==> src/rtl/shift_sequencer.sv <==
// shift_sequencer: multi-cycle sequencer that feeds an 8-bit shift/rotate step circuit.
// Latency: the result is valid (1 + RUN cycles) cycles after the request handshake cycle.
//   RUN takes max(1, ceil(amt/8)) cycles for shifts and 1 cycle for rotates.
// Backpressure: in_ready is low from accept until the result is consumed; DONE holds until out_ready.
// Ports:
//   clk, rst                         clock, synchronous active-high reset
//   in_valid/in_ready/in_data/
//   in_amt/in_op                     request handshake; in_op = {rot, lr, ar}
//   out_valid/out_ready/out_data     result handshake
//   busy                             high while in RUN or DONE
module shift_sequencer #(
  parameter int AMT_W = 8
) (
  input  logic             clk,
  input  logic             rst,
  input  logic             in_valid,
  output logic             in_ready,
  input  logic [7:0]       in_data,
  input  logic [AMT_W-1:0] in_amt,
  input  logic [2:0]       in_op,
  output logic             out_valid,
  input  logic             out_ready,
  output logic [7:0]       out_data,
  output logic             busy
);

  typedef enum logic [1:0] {IDLE, RUN, DONE} state_t;

  state_t           state;
  logic [7:0]       acc;
  logic [AMT_W-1:0] rem;
  logic [2:0]       op;      // {rot, lr, ar}

  logic [3:0]       step;
  logic [7:0]       shifted;
  logic [15:0]      dbl;

  // At most 8 positions are applied per cycle.
  always_comb begin
    step = (rem > AMT_W'(8)) ? 4'd8 : 4'(rem);
  end

  // Single step of the downstream shift/rotate circuit (n = 0..8).
  // Rotates use a doubled word so that any n in 0..8 wraps correctly;
  // arithmetic right shift fills from a sign-extended upper half.
  always_comb begin
    dbl     = 16'd0;
    shifted = acc;
    if (op[2]) begin
      if (op[1]) begin
        dbl     = {acc, acc} << step;
        shifted = dbl[15:8];
      end else begin
        dbl     = {acc, acc} >> step;
        shifted = dbl[7:0];
      end
    end else if (op[1]) begin
      shifted = acc << step;
    end else if (op[0]) begin
      dbl     = {{8{acc[7]}}, acc} >> step;
      shifted = dbl[7:0];
    end else begin
      shifted = acc >> step;
    end
  end

  always_ff @(posedge clk) begin
    if (rst) begin
      state     <= IDLE;
      acc       <= 8'd0;
      rem       <= '0;
      op        <= 3'd0;
      out_valid <= 1'b0;
      busy      <= 1'b0;
      in_ready  <= 1'b1;
    end else begin
      case (state)
        IDLE: begin
          if (in_valid) begin
            acc      <= in_data;
            op       <= in_op;
            // A rotate by a multiple of 8 is the identity, so only amt mod 8 matters.
            rem      <= in_op[2] ? AMT_W'(in_amt[2:0]) : in_amt;
            state    <= RUN;
            in_ready <= 1'b0;
            busy     <= 1'b1;
          end
        end
        RUN: begin
          // A zero remainder on entry still spends this one cycle with step 0.
          acc <= shifted;
          rem <= rem - AMT_W'(step);
          if (rem == AMT_W'(step)) begin
            state     <= DONE;
            out_valid <= 1'b1;
          end
        end
        DONE: begin
          if (out_ready) begin
            state     <= IDLE;
            out_valid <= 1'b0;
            busy      <= 1'b0;
            in_ready  <= 1'b1;
          end
        end
        default: begin
          state     <= IDLE;
          out_valid <= 1'b0;
          busy      <= 1'b0;
          in_ready  <= 1'b1;
        end
      endcase
    end
  end

  assign out_data = acc;

endmodule

==> config.mk <==
export PLATFORM = sky130hd
export DESIGN_NAME = shift_sequencer
export DESIGN_NICKNAME = d
export VERILOG_FILES = /design/src/rtl/shift_sequencer.sv
export SDC_FILE = /design/constraint.sdc
export NUM_CORES = 1
export LEC_CHECK = 0
export ABC_AREA = 1
export CORE_AREA = 8 8 74 76
export DETAILED_ROUTE_END_ITERATION = 8
export DIE_AREA = 0 0 82 84
export GPL_TIMING_DRIVEN = 0
export PLACE_DENSITY = 0.79
export SYNTH_ARGS = -nofsm -noshare
export SYNTH_HDL_FRONTEND = slang
export SYNTH_SLANG_ARGS = --single-unit
==> constraint.sdc <==
create_clock -name clk -period 2.2 [get_ports clk]
set_input_delay 0.44 -clock clk [delete_from_list [all_inputs] [get_ports clk]]
set_output_delay 0.44 -clock clk [all_outputs]
set_load 0.1 [all_outputs]
# Yosys cells after proc, flatten, opt, wreduce, memory -nomap -nowiden
# Cells that the tools add are included.
dict set report totals {
  regBits 24
  inputBits 23
  out_inout_bits 11
  word_cells 51
}
dict set report op_classes {
  add_sub_neg 1
  magnitude_cmp 1
  n_eq_ne 6
  n_shift 5
  muxes 22
  bitwise 2
  reduce_logical 7
}
# operator n
set op_table {}
lappend op_table {{8-bit 2-to-1 mux} 7}
lappend op_table {{8-bit case mux with 2 select lines} 2}
lappend op_table {{16-bit by 4-bit right shift with 8-bit output} 2}
lappend op_table {{16-bit by 4-bit left shift with 16-bit output} 1}
lappend op_table {{1-bit case mux with 3 select lines} 3}
lappend op_table {{3-bit AND reduction} 3}
lappend op_table {{8-bit by 4-bit equality test with 1-bit output} 1}
lappend op_table {{8-bit by 4-bit greater-than comparator with 1-bit output (second input constant)} 1}
lappend op_table {{8-bit by 4-bit left shift with 8-bit output} 1}
lappend op_table {{8-bit by 4-bit right shift with 8-bit output} 1}
lappend op_table {{8-bit by 4-bit subtractor with 8-bit output} 1}
lappend op_table {{2-bit 2-to-1 mux} 3}
lappend op_table {{2-bit != test (second input constant)} 3}
lappend op_table {{2-bit case mux with 3 select lines} 1}
lappend op_table {{1-bit 2-to-1 mux} 5}
lappend op_table {{4-bit 2-to-1 mux} 1}
lappend op_table {{2-bit AND reduction} 2}
lappend op_table {{2-bit by 1-bit equality test with 1-bit output (second input constant)} 1}
lappend op_table {{2-bit equality test (second input constant)} 1}
lappend op_table {{2-bit zero test} 1}
lappend op_table {{1-bit NOT} 2}
lappend op_table {{2-bit nonzero test} 1}

# Longest topological paths before layout
dict set report logic_depth {
  word_depth 7
  ltp_mapped 16
  mapped_depth_nobuf 15
}

# Worst setup path after synthesis
# Ideal clock, no wire load.
dict set report synth_timing {
  path_type {flip-flop to flip-flop}
  startpoint {register acc[7] (netlist: out_data[7])}
  endpoint {register acc[5] (netlist: out_data[5])}
  setup_ns 0.067
  t_arrival_ns 2.048
  required_ns 2.133
  path_slack_ns 0.085
  path_stages_with_launch 15
  n_path_buf 0
  synth_period_minus_slack_ns 2.115
  path_cell_list {dfxtp_1 > nand2_1 > inv_1 > nand3_1 > nand2_1 > nand2_1 > nand2_1 > nand2_1 > nand2_1 > nand2_1 > nand2_1 > nand2_1 > nand3_1 > nand2_1 > a21oi_2}
}
dict set report synth_between {
  elab_chain_len 5
  word_cells_on_any_way 10
  classes_between {shift (5); mux (5)}
}
# element line_no
set synth_rtl {}
lappend synth_rtl {{start, declared} 30} ;# logic [7:0] acc;
lappend synth_rtl {{start signal, assigned} 80} ;# acc <= in_data;
lappend synth_rtl {{start signal, assigned} 91} ;# acc <= shifted;
lappend synth_rtl {{8-bit by 4-bit right shift with 8-bit output or 16-bit by 4-bit right shift with 8-bit output (tied branches)} {63, 60}}
lappend synth_rtl {{8-bit 2-to-1 mux} 59} ;# end else if (op[0]) begin
lappend synth_rtl {{8-bit 2-to-1 mux} 57} ;# end else if (op[1]) begin
lappend synth_rtl {{8-bit 2-to-1 mux (*)} 49} ;# if (op[2]) begin
lappend synth_rtl {{8-bit case mux with 2 select lines (*)} 77} ;# case (state)
# Mark *: on every way between the ends. The rest lies on a longest branch, timed or not.
# A chain may end at the register's enable or synchronous reset.

# Worst setup path after layout
dict set report layout_timing {
  startpoint {register out_valid}
  endpoint {output out_valid}
}
# element line_no
set layout_rtl {}
lappend layout_rtl {{start, declared} 21} ;# output logic out_valid,
lappend layout_rtl {{start signal, assigned} 73} ;# out_valid <= 1'b0;
lappend layout_rtl {{start signal, assigned} 95} ;# out_valid <= 1'b1;
lappend layout_rtl {{start signal, assigned} 101} ;# out_valid <= 1'b0;
# No word-level cell between the ends.

==> metrics.csv <==
stage,metric,value,unit
final_layout,finalInstanceArea,2750,µm²
setup_path,path_depth,1,
setup_path,cp_max_fo,2,
setup_path,r2r-end,out_data[3]$_SDFFE_PP0P_,
synth,ys_warn_count,0,
drt,drc,0,
global_route,grt_start_max_net_pins,13,
synth,synth.top_cell.area_share,0.208,
setup_path,end_kind,output port,
timing,tightest_slew,966,ps
final_layout,drive_above_1_share,0.0957,
setup_path,crit_family,buffers and inverters,
clocking,cts_buffer_depth,2,
synth,syn-cell-area,2310,µm²
synth,synth_common_cells,"nand2_1 (126), nand3_1 (67), inv_1 (40), nor2_1 (28), o21ai_0 (25)",
timing,finClkSkew,7.92,ps
setup_path,timing.rr.start,rem[4]$_SDFFE_PP0P_,
synth,synthMostInstantiatedCell,nand2_1,
clocking,cts-buffers-inserted,3,
synth,synth_seq_area_share,0.208,
die,fp.dieH,84,µm
min_path,whs_endpoint,busy$_SDFFE_PP0P_,
drt,num_vias,2839,
setup_path,cp.arrival,1740,ps
global_route,grt_pass1_vias,2678,
setup_path,ff2ff_setup_slack,170,ps
die,io_pins,34,
min_path,hold_path.class,reg -> reg,
setup_path,crit_path_top_delay_cell,clkdlybuf4s50_1,
synth,synth_area_leader_cell,dfxtp_1,
setup_path,cp_cell_sequence,clkdlybuf4s50_1,
power,power.leakage,1.31,nW
min_path,hp-start,busy$_SDFFE_PP0P_,
clocking,cts.sinks,24,
timing,timing.slew.headroom,0.354,
timing,maxSlewViolCount,0,
timing,setup_viol,0,
global_route,grt_pass1_wl,12800,µm
outcome,outcome,finished clean,
synth,syn-num-nets,427,
setup_path,crit_type,reg -> out,
setup_path,cpPeakStageDelay,1130,ps
power,power_density,813,nW/µm²
place,gp_congestion,0.987,
synth,syn-mean-instance-area,5.73,µm²
synth,synth_cell_types,39,
clocking,cts_tree,done,
timing,fin_crit,2180,ps
drt,routed_wl,7590,µm
power,peakVddDrop,0.000565,V
synth,synth_edf_count,0,
final_layout,n_antenna_cell,0,
clocking,ctsHtreeMaxLevel,1,
synth,synth_cells,403,
timing,setup_tns,0,ps
setup_path,reg2reg_depth,13,
synth,synth-seq-cells,24,
synth,synth_top_flop_cell,dfxtp_1,
drt,antenna_left,0,
die,initial_core_util,0.541,
drt,wl_met2,3750,µm
setup_path,cp-start-kind,register,
drt,drt-wirelength-per-cell,15.5,µm
drt,routed.top_layer,met4,
timing,hold_violations,0,
clocking,insertion_delay,270,ps
die,die_width,82,µm
min_path,hold_depth,2,
drt,drtIter0Drc,269,
place,dp_hpwl,6000,µm
flow_run,max_cap_violations,0,
die,die_area,6890,µm²
timing,max_freq,459,MHz
clocking,clockRootBuffer,clkbuf_8,
final_layout,areaGrowthSynthToFinish,18.9,%
timing,fin_crit_sh,0.990,
global_route,grt_util_all_layers,0.227,
drt,viasPerCell,5.78,
global_route,antenna_found_initial,0,
die,design.core.area,4260,µm²
final_layout,nets,465,
place,placed_area,2700,µm²
synth,synthTopCellsByArea,"dfxtp_1 (21%), nand2_1 (20%), nand3_1 (15%)",
place,io_buffers,33,
setup_path,cp_num_buf_inv,1,
clocking,clkTransAtPathRegs,80,ps
drt,wl_met3,376,µm
setup_path,crit_required,1760,ps
synth,async_flop_share,0,
global_route,overflow,0,
die,num_rows,24,
drt,first_pass_iters,6,
timing,rsz0062_at_grt,false,
drt,met1_length,3290,µm
[per-layer routing]
layer  track usage  vias up
met5             0        -
met4        0.0815        0
met3        0.0237       13
met2         0.374      107
met1         0.290     1314
li1              -     1405
[layout by cell type (no fill, tap or decap), types with 5 or more instances in the layout]
master	count
nand3_1	67
a21oi_1	19
dfxtp_1	24
nand2_1	126
buf_4	5
inv_1	40
dlygate4sd2_1	8
nor2_1	27
o21ai_1	6
o21ai_0	25
o211ai_1	5
clkbuf_1	6
a31oi_1	5
clkdlybuf4s50_1	23
[cell families (layout without fill, tap and decap cells)]
logic type      after synthesis  after routing  synth area share
simple gates                241            241             0.475
flops                        24             24             0.208
other cells                   1              1           0.00162
buf+inv                      64            100             0.131
fa+ha+maj                     1              1           0.00542
compound gates               72             72             0.179
[report_power, final]
group          total (mW)  leakage [nW]  internal, mW  switching [mW]
Clock               0.263        0.0216         0.123           0.140
Combinational        1.39          1.09         0.424           0.962
Sequential          0.582         0.198         0.497          0.0846
Total                2.23          1.31          1.04            1.19
[stage by stage]
step	utilization	cells	hold slack, ps	power [mW]	setup WS, ps
finish	0.644	491	479	2.23	22.2
global route	0.644	491	506	2.39	1.70
CTS	0.641	491	485	2.21	11.2
detailed placement	0.634	488	465	1.97	111
global placement	0.634	488	453	1.96	113
floorplan	-	403	455	1.63	85.1
[flip-flops by register name (all words and copies together), names as in the netlist]
name       cells
op             3
rem            8
out_valid      1
out_data       8
in_ready       1
busy           1
state          2
[layout make-up]
class                      count  area, µm²
buffer                        19        125
clock buffer                   3       41.3
fill                         420       1520
inverter                      45        179
multi-input combinational    315       1530
sequential                    24        480
tap                           52       65.1
timing repair buffer          33        325
[timing repair]
item,CTS,global route
resized for setup,8,4
hold buffers,0,0
setup buffers,0,0
endpoints found under the setup margin,8,3
[how the worst max path moves through the flow]
stage / startpoint / endpoint / slack, ps
finish: out_valid$_SDFFE_PP0P_ / out_valid / 20
global route: out_valid$_SDFFE_PP0P_ / out_valid / 2
detailed placement: out_data[7]$_SDFFE_PP0P_ / out_data[7] / 110
global placement: out_data[0]$_SDFFE_PP0P_ / out_data[0] / 110
floorplan: out_data[7]$_SDFFE_PP0P_ / out_data[5]$_SDFFE_PP0P_ / 90
CTS: busy$_SDFFE_PP0P_ / busy / 10
Note: power is estimated with default switching activity, not from simulation.
